--- config.mk ---
export PLATFORM = sky130hd
export DESIGN_NAME = requant_unit
export DESIGN_NICKNAME = d
export VERILOG_FILES = /design/src/rtl/requant_unit.sv
export SDC_FILE = /design/constraint.sdc
export NUM_CORES = 2
export LEC_CHECK = 0
export ABC_CLOCK_PERIOD_IN_PS = 13550
export CORE_ASPECT_RATIO = 1.25
export CORE_MARGIN = 2
export CORE_UTILIZATION = 50
export CTS_CLUSTER_DIAMETER = 120
export DETAILED_ROUTE_END_ITERATION = 12
export PLACE_DENSITY = 0.69
export SLEW_MARGIN = 15
export SYNTH_ARGS = -nofsm -noshare
export SYNTH_HDL_FRONTEND = slang
export SYNTH_SLANG_ARGS = --single-unit
--- constraint.sdc ---
create_clock -name clk -period 13.55 [get_ports clk]
set_input_delay 2.71 -clock clk [delete_from_list [all_inputs] [get_ports clk]]
set_output_delay 2.71 -clock clk [all_outputs]
set_load 0.005 [all_outputs]
--- src/rtl/requant_unit.sv ---
// requant_unit: TFLite-style int8 requantization of a signed 32-bit accumulator stream,
// packing four result bytes per 32-bit output word (little-endian lanes).
// Build option: define REQUANT_PER_CHANNEL_EN for a MAX_CH-entry per-channel mult/shift
// table; otherwise a single mult/shift register serves every channel.

module requant_unit #(
  parameter int unsigned MAX_CH = 256
) (
  input  logic        clk,
  input  logic        rst_n,
  input  logic        cfg_we,
  input  logic [7:0]  cfg_addr,
  input  logic [31:0] cfg_mult,
  input  logic [5:0]  cfg_shift,
  input  logic        start,
  input  logic [8:0]  num_ch,
  input  logic [7:0]  out_zp,
  input  logic [7:0]  act_min,
  input  logic [7:0]  act_max,
  input  logic        in_valid,
  output logic        in_ready,
  input  logic [31:0] in_acc,
  input  logic        in_last,
  output logic        out_valid,
  input  logic        out_ready,
  output logic [31:0] out_data,
  output logic [3:0]  out_strb,
  output logic        out_last,
  output logic        busy,
  output logic        done
);

  typedef enum logic [1:0] {StIdle, StRun, StFlush, StDone} state_e;

  state_e      r_state, w_state_next;

  // Job configuration latched on start
  logic [7:0]  r_last_ch, r_zp, r_act_min, r_act_max;
  logic [7:0]  r_ch_idx;

  // Pipeline registers
  logic        r_s1_valid, r_s1_last;
  logic [31:0] r_s1_a, r_s1_mult;
  logic [5:0]  r_s1_shift;
  logic        r_s2_valid, r_s2_last;
  logic [31:0] r_s2_x;
  logic [5:0]  r_s2_shift;
  logic        r_s3_valid, r_s3_last;
  logic [7:0]  r_s3_byte;

  // Packer and output register
  logic [1:0]  r_pack_cnt;
  logic [23:0] r_pack_data;
  logic        r_out_valid, r_out_last;
  logic [31:0] r_out_data;
  logic [3:0]  r_out_strb;

  logic        w_adv, w_accept, w_out_fire, w_start;
  logic [31:0] w_tbl_mult;
  logic [5:0]  w_tbl_shift;
  logic        w_unused_misc;

  // Whole pipeline moves only when the output register can take a new word
  assign w_adv      = !(r_out_valid && !out_ready);
  assign in_ready   = (r_state == StRun) && w_adv;
  assign w_accept   = in_valid && in_ready;
  assign w_out_fire = r_out_valid && out_ready;
  assign w_start    = (r_state == StIdle) && start;

  assign busy      = (r_state != StIdle);
  assign done      = (r_state == StDone);
  assign out_valid = r_out_valid;
  assign out_data  = r_out_data;
  assign out_strb  = r_out_strb;
  assign out_last  = r_out_last;

`ifdef REQUANT_PER_CHANNEL_EN
  logic [31:0] r_mult_tbl  [MAX_CH];
  logic [5:0]  r_shift_tbl [MAX_CH];

  // Table write, not reset; writes are blocked during a job
  always_ff @(posedge clk) begin
    if (cfg_we && !busy) begin
      r_mult_tbl[cfg_addr]  <= cfg_mult;
      r_shift_tbl[cfg_addr] <= cfg_shift;
    end
  end

  assign w_tbl_mult    = r_mult_tbl[r_ch_idx];
  assign w_tbl_shift   = r_shift_tbl[r_ch_idx];
  // num_ch values 0 and 256 both mean 256 channels, so bit 8 never matters
  assign w_unused_misc = num_ch[8];
`else
  logic [31:0] r_mult;
  logic [5:0]  r_shift;

  // Shared mult/shift register, not reset; writes are blocked during a job
  always_ff @(posedge clk) begin
    if (cfg_we && !busy) begin
      r_mult  <= cfg_mult;
      r_shift <= cfg_shift;
    end
  end

  assign w_tbl_mult    = r_mult;
  assign w_tbl_shift   = r_shift;
  assign w_unused_misc = ^{num_ch[8], cfg_addr, 32'(MAX_CH)};
`endif

  // S1: optional left shift before the multiply (32-bit wrap)
  logic [31:0] w_s1_a;
  assign w_s1_a = ($signed(w_tbl_shift) > 6'sd0) ? (in_acc << w_tbl_shift[4:0]) : in_acc;

  // S2: saturating rounding doubling high multiply
  logic signed [63:0] w_a64, w_m64, w_p, w_nudge, w_sum;
  logic               w_round_up, w_sat;
  logic [31:0]        w_s2_x;
  assign w_a64      = {{32{r_s1_a[31]}}, r_s1_a};
  assign w_m64      = {{32{r_s1_mult[31]}}, r_s1_mult};
  assign w_p        = w_a64 * w_m64;
  assign w_nudge    = w_p[63] ? 64'shFFFF_FFFF_C000_0001 : 64'sh0000_0000_4000_0000;
  assign w_sum      = w_p + w_nudge;
  // Arithmetic shift floors; bump negative inexact results to truncate toward zero
  assign w_round_up = w_sum[63] && (w_sum[30:0] != 31'd0);
  assign w_sat      = (r_s1_a == 32'h8000_0000) && (r_s1_mult == 32'h8000_0000);
  assign w_s2_x     = w_sat ? 32'h7FFF_FFFF : (w_sum[62:31] + {31'd0, w_round_up});

  // S3: rounding right shift, zero-point add, activation clamp
  logic [5:0]         w_r;
  logic [31:0]        w_mask, w_rem, w_thr, w_sra, w_y;
  logic signed [32:0] w_zsum, w_min33, w_max33;
  logic [7:0]         w_s3_byte;
  assign w_r       = 6'd0 - r_s2_shift;
  assign w_mask    = (32'd1 << w_r) - 32'd1;
  assign w_rem     = r_s2_x & w_mask;
  assign w_thr     = (w_mask >> 1) + {31'd0, r_s2_x[31]};
  assign w_sra     = $unsigned($signed(r_s2_x) >>> w_r);
  assign w_y       = r_s2_shift[5] ? (w_sra + {31'd0, (w_rem > w_thr)}) : r_s2_x;
  assign w_zsum    = $signed({w_y[31], w_y}) + $signed({{25{r_zp[7]}}, r_zp});
  assign w_min33   = $signed({{25{r_act_min[7]}}, r_act_min});
  assign w_max33   = $signed({{25{r_act_max[7]}}, r_act_max});
  assign w_s3_byte = (w_zsum < w_min33) ? r_act_min :
                     (w_zsum > w_max33) ? r_act_max : w_zsum[7:0];

  // Packer: place the S3 byte in its lane; emit on a full word or the last byte
  logic        w_emit;
  logic [31:0] w_word;
  logic [3:0]  w_strb;
  assign w_emit = (r_pack_cnt == 2'd3) || r_s3_last;
  assign w_word = {8'd0, r_pack_data} | ({24'd0, r_s3_byte} << {r_pack_cnt, 3'b000});
  assign w_strb = {r_pack_cnt == 2'd3, r_pack_cnt >= 2'd2, r_pack_cnt != 2'd0, 1'b1};

  // Next-state logic for the job FSM
  always_comb begin
    w_state_next = r_state;
    unique case (r_state)
      StIdle:  if (start) w_state_next = StRun;
      StRun:   if (w_accept && in_last) w_state_next = StFlush;
      StFlush: if (w_out_fire && r_out_last && !r_s1_valid && !r_s2_valid && !r_s3_valid)
                 w_state_next = StDone;
      StDone:  w_state_next = StIdle;
      default: w_state_next = StIdle;
    endcase
  end

  // FSM state register
  always_ff @(posedge clk or negedge rst_n) begin
    if (!rst_n) r_state <= StIdle;
    else        r_state <= w_state_next;
  end

  // Job configuration capture and channel index bookkeeping
  always_ff @(posedge clk or negedge rst_n) begin
    if (!rst_n) begin
      r_last_ch <= 8'd0;
      r_zp      <= 8'd0;
      r_act_min <= 8'd0;
      r_act_max <= 8'd0;
      r_ch_idx  <= 8'd0;
    end else if (w_start) begin
      r_last_ch <= num_ch[7:0] - 8'd1;  // 0 and 256 both wrap to 255
      r_zp      <= out_zp;
      r_act_min <= act_min;
      r_act_max <= act_max;
      r_ch_idx  <= 8'd0;
    end else if (w_accept) begin
      r_ch_idx  <= (r_ch_idx == r_last_ch) ? 8'd0 : r_ch_idx + 8'd1;
    end
  end

  // Three-stage datapath, all stages advancing together
  always_ff @(posedge clk or negedge rst_n) begin
    if (!rst_n) begin
      r_s1_valid <= 1'b0;
      r_s1_last  <= 1'b0;
      r_s1_a     <= 32'd0;
      r_s1_mult  <= 32'd0;
      r_s1_shift <= 6'd0;
      r_s2_valid <= 1'b0;
      r_s2_last  <= 1'b0;
      r_s2_x     <= 32'd0;
      r_s2_shift <= 6'd0;
      r_s3_valid <= 1'b0;
      r_s3_last  <= 1'b0;
      r_s3_byte  <= 8'd0;
    end else if (w_adv) begin
      r_s1_valid <= w_accept;
      r_s1_last  <= in_last;
      r_s1_a     <= w_s1_a;
      r_s1_mult  <= w_tbl_mult;
      r_s1_shift <= w_tbl_shift;
      r_s2_valid <= r_s1_valid;
      r_s2_last  <= r_s1_last;
      r_s2_x     <= w_s2_x;
      r_s2_shift <= r_s1_shift;
      r_s3_valid <= r_s2_valid;
      r_s3_last  <= r_s2_last;
      r_s3_byte  <= w_s3_byte;
    end
  end

  // Partial-word accumulator; cleared after each emitted word
  always_ff @(posedge clk or negedge rst_n) begin
    if (!rst_n) begin
      r_pack_cnt  <= 2'd0;
      r_pack_data <= 24'd0;
    end else if (w_start) begin
      r_pack_cnt  <= 2'd0;
      r_pack_data <= 24'd0;
    end else if (w_adv && r_s3_valid) begin
      if (w_emit) begin
        r_pack_cnt  <= 2'd0;
        r_pack_data <= 24'd0;
      end else begin
        r_pack_cnt  <= r_pack_cnt + 2'd1;
        r_pack_data <= w_word[23:0];
      end
    end
  end

  // Output register; holds its word stable while stalled
  always_ff @(posedge clk or negedge rst_n) begin
    if (!rst_n) begin
      r_out_valid <= 1'b0;
      r_out_data  <= 32'd0;
      r_out_strb  <= 4'd0;
      r_out_last  <= 1'b0;
    end else if (w_adv) begin
      r_out_valid <= r_s3_valid && w_emit;
      if (r_s3_valid && w_emit) begin
        r_out_data <= w_word;
        r_out_strb <= w_strb;
        r_out_last <= r_s3_last;
      end
    end
  end

endmodule

======== Word level (Yosys, flattened, before mapping) ========
Index checks and enable logic that the tools add are counted.
cells by class
  add/sub/neg operators ................... 8
  $mul .................................... 1
  magnitude comparators ................... 5
  eq/ne operators ......................... 9
  shift-type cells ........................ 4
  muxes and demuxes ....................... 16
  bitwise logic cells ..................... 3
  reduce and logical (&&, ||, !) cells .... 29
operator list
  operator                                                               number
  32-bit two-way mux                                                     3
  24-bit two-way mux                                                     3
  32-bit by 1-bit adder with 32-bit output                               2
  64-bit adder                                                           1
  32-bit == test (second input constant)                                 2
  32-bit by 32-bit multiplier with 64-bit output                         1
  64-bit two-way mux                                                     1
  32-bit by 8-bit adder with 33-bit output                               1
  33-bit by 8-bit > comparator with 1-bit output                         1
  33-bit by 8-bit less-than comparator with 1-bit output                 1
  31-bit by 1-bit adder with 32-bit output                               1
  32-bit bitwise AND                                                     1
  32-bit > comparator                                                    1
  24-bit by 32-bit OR with 32-bit output                                 1
  1-bit by 6-bit left shift with 32-bit output (first input constant)    1
  32-bit by 5-bit left shift with 32-bit output                          1
  8-bit by 5-bit left shift with 32-bit output                           1
  32-bit by 6-bit >>> shifter with 32-bit output                         1
  32-bit by 1-bit subtractor with 32-bit output (second input constant)  1
  31-bit nonzero test                                                    1
  8-bit two-way mux                                                      2
  1-bit logical AND                                                      15
  2-bit two-way mux                                                      6
  2-bit case mux with 4 select lines                                     1
  other kinds (15)                                                       25
storage, ports and cells
  bits in registers ....................... 250
  bits of input ports ..................... 118

======== Logic depth before layout (Yosys ltp) ========
  word-level depth ........................ 11
  gate-level depth with buffers ........... 67

======== Least setup slack after synthesis ========
No wires, ideal clock.
  kind .................................... register to register
  from .................................... register r_s1_mult[5]
  to ...................................... register r_s2_x[30]
  data arrival time ....................... 13,719 ps
  slack ................................... -251 ps
  stages on the path, launching flop included .. 53
  clock period less this slack ............ 13,801 ps
  path through ............................ dfrtp_1 clkbuf_1 clkbuf_1 nand2_1 fa_1 inv_1 fa_1 fa_1 fa_1 fa_1 inv_1 fa_1 fa_1 fa_1 inv_1 ha_1 buf_2 nand2_1 [... 17 more ...] nand4b_1 or4_4 o21a_4 nor4_1 o21a_1 o21ai_0 a21boi_0 o21ai_0 a21oi_1 ha_1 ha_1 inv_1 nor3_1 nand4_1 nor3_1 nand2_2 or4_1 a31oi_1
on the way
  longest elaborated chain between the ends .. 7
RTL lines
  what                                            line  source
  from (decl)                                     43    logic [31:0] r_s1_a, r_s1_mult;
  from (signal assigned)                          210   r_s1_mult <= w_tbl_mult;
  32-bit by 32-bit multiplier with 64-bit output  120   assign w_p = w_a64 * w_m64;
  64-bit two-way mux                              121   assign w_nudge = w_p[63] ? 64'shFFFF_FFFF_C000_0001 : 64'sh0000_0000_4000_0000;
  64-bit adder                                    122   assign w_sum = w_p + w_nudge;
  31-bit nonzero test                             124   assign w_round_up = w_sum[63] && (w_sum[30:0] != 31'd0);
  1-bit logical AND                               124
  32-bit by 1-bit adder with 32-bit output        126   assign w_s2_x = w_sat ? 32'h7FFF_FFFF : (w_sum[62:31] + {31'd0, w_round_up});
  32-bit two-way mux (*)                          126
  to (signal assigned)                            214   r_s2_x <= w_s2_x;
  to (decl)                                       46    logic [31:0] r_s2_x;
Every way passes the cells marked *; elsewhere a longest branch is shown, timed or not.
A chain may end at the register's enable or synchronous reset.

======== Final worst setup path ========
  from .................................... register r_s1_mult[2]
  to ...................................... register r_s2_x[28]
The elaborated chain is that of the path after synthesis.

==> out/metrics.cfg <==
[placed_design]
placed_area_um2=64480
hpwl_um=143500
portBuffers=141
gp_congestion=1.001

[logic_synthesis]
avgSynthCellArea_um2=8.661
synth.distinct_cells=98
syn-num-nets=8359
synthFlopType=dfrtp_1
synthTopCellsByArea=fa_1 37%, dfrtp_1 9.0%, ha_1 7.9%
synth_area_um2=58800
yosysWarnings=0
synth-seq-cells=250
yosysTopAreaCellShare=0.3687
synth_fa_ha_area_frac=0.4472
synth_mux_area_frac=0.03756
synthXorXnorAreaFrac=0.02905
syn-instance-count=6789
synth_top_cell_by_area=fa_1
synth_compound_area_frac=0.09829
seq_area_frac_synth=0.1096
yosys.area_share.simple=0.1763
synth_edf_count=38
synth_top_family_by_area=adder cells
async_flop_share=0.8480

[clocking]
insertion_delay_ns=0.61
cts_buffer_depth=3
h-tree-depth=2
cts_tree=built
clock_sinks=250
cts-root-buf=clkbuf_16
holdBufCountCts=0
cts_buffers=36
clk_pin_slew_ns=0.07

[drt]
totalWireLength_um=173900
vias_per_cell=5.637
drt-initial-drc-count=3108
routedWlPerCell_um=20.25
first_pass_iters=5
postRouteAntennaNets=0
drc=0
vias=48410

[setup_path]
endpoint_kind=register
crit_path_frequent_cell=fa_1
ff2ff_setup_slack_ns=0.52
crit_fanout=6
required_ns=14.08
r2r_cells=56
slowest_delay_ns=0.58
cp_top_family=adder cells
r2r_start=r_s1_mult[2]
criticalPathCategory=register to register
cp.arrival_ns=13.56
slowest_stage=fa_1
cp-start-kind=register
timing.rr.end=r_s2_x[28]
critPathBufInv=13

[sta]
worstMarginPinSlew_ns=1.121
post-route-min-period_ns=13.03
fmax_mhz=76.74
hold_viol_final=0
final.period_utilization=0.9617
slew_violations=0
clock-skew-final_ns=0.01987
maxSlewHeadroom=0.2470
setup_violations=0

[layout]
drive_gt1_frac=0.09833
antennaDiodeCount=0
most-common-layout-cells=1,213 x nand2_1, 1,204 x inv_1, 1,082 x fa_1
final_common_cell=nand2_1
stdcell_area_um2=66040
nets=8569
area_growth_pct=12.32

[global_routing]
grt_max_degree=97
overflow=0
grt_usage=0.2939
antenna_found_initial=13
grt_pass1_vias=51070
grt_pass1_wl_um=279400

[min_path]
worst_hold_path_type=register to register
hp-start=r_mult[20]
hold_end=r_s1_mult[20]
whs_path_depth=2

[outcome]
status=complete, no violations

[floorplan]
rows=140
initial_core_util=0.5040
dieHeight_um=387.4
ios=159
die_w_um=310.7
coreArea_um2=116700
die_area_um2=120400

[flow_run]
cap_violations=0

layer usage:
layer / wire (um) / vias up / GRT usage
li1: - / 21750 / -
met1: 66800 / 24540 / 0.3565
met2: 87300 / 1599 / 0.5153
met3: 10130 / 499 / 0.04015
met4: 9513 / 26 / 0.1403
met5: 146 / - / 0
what timing repair did:
item                                   4_1_cts  5_1_grt
setup buffers                                1        6
gates cloned                                 0        1
pin swaps                                    2       29
setup endpoints to repair                    5       33
gates resized for setup                      2       54
endpoints found under the hold margin        0        0
through the flow:
stage / util / instances / hold WS, ns / setup WS [ns] / setup TNS (ns)
after CTS: 0.5632 / 8581 / 0.4489 / 0.01381 / 0
final: 0.5661 / 8589 / 0.4444 / 0.5186 / 0
after global placement: 0.5527 / 8514 / 0.4359 / 0.009130 / 0
after detailed placement: 0.5527 / 8514 / 0.4358 / -0.06132 / -0.1128
after floorplan: - / 6789 / 0.4219 / 0.2935 / 0
after global routing: 0.5661 / 8589 / 0.4770 / -0.01281 / -0.01281
sequential cells by signal, indices dropped and copies added, names as in the netlist, 2 cells and up:
signal       cells
out_data        32
r_mult          32
r_s1_a          32
r_s1_mult       32
r_s2_x          32
r_pack_data     24
r_act_max        8
r_act_min        8
r_s3_byte        8
r_zp             8
r_s1_shift       6
r_s2_shift       6
r_shift          6
out_strb         4
r_pack_cnt       2
r_state          2
cell type report:
cell class / count / area, um^2
fillers: 10500 / 50620
repair buffers: 558 / 5296
well taps: 1562 / 1954
clock buffers: 44 / 1012
flip-flops and latches: 250 / 6450
inverters: 1204 / 4519
clock inverters: 22 / 197.7
multi-input cells: 4949 / 46610
tightest hold or removal path: stages, from the launching register on:
cell and delay (ns):
edfxtp_1 0.32, nand2_1 0.04, nand2_1 0.05
kinds of logic after synthesis:
group,Yosys count
xor gates and xnor gates,195
and+or+nand+nor,2257
adders and majority gates,1452
buffers and inverters,1590
DFF,250
muxes,158
AOI/OAI and AO/OA,887
Yosys cell counts (69+ instances only):
| cell type | number |
|---|---|
| a21o_1 | 79 |
| a21oi_1 | 281 |
| and2_1 | 283 |
| clkbuf_1 | 345 |
| dfrtp_1 | 212 |
| fa_1 | 1083 |
| ha_1 | 369 |
| inv_1 | 1204 |
| nand2_1 | 1215 |
| nand2b_1 | 69 |
| nand3_1 | 88 |
| nor2_1 | 263 |
| nor3_1 | 73 |
| o21ai_0 | 182 |
| xnor2_1 | 134 |
worst max-delay path by stage:
stage                       from  slack (ns)          to  cells past startpoint
floorplan           r_s1_mult[5]        0.29  r_s2_x[30]                     52
global placement      r_s1_a[20]       0.009  r_s2_x[30]                     58
detailed placement  r_s1_mult[2]       -0.06  r_s2_x[28]                     58
CTS                 r_s1_mult[2]        0.01  r_s2_x[28]                     57
global route        r_s1_mult[4]       -0.01  r_s2_x[28]                     56
finish              r_s1_mult[2]        0.52  r_s2_x[28]                     56
Power is left out: the tool's default activity adds up to more than one toggle a clock period on the data nets, which glitch-free logic cannot reach.
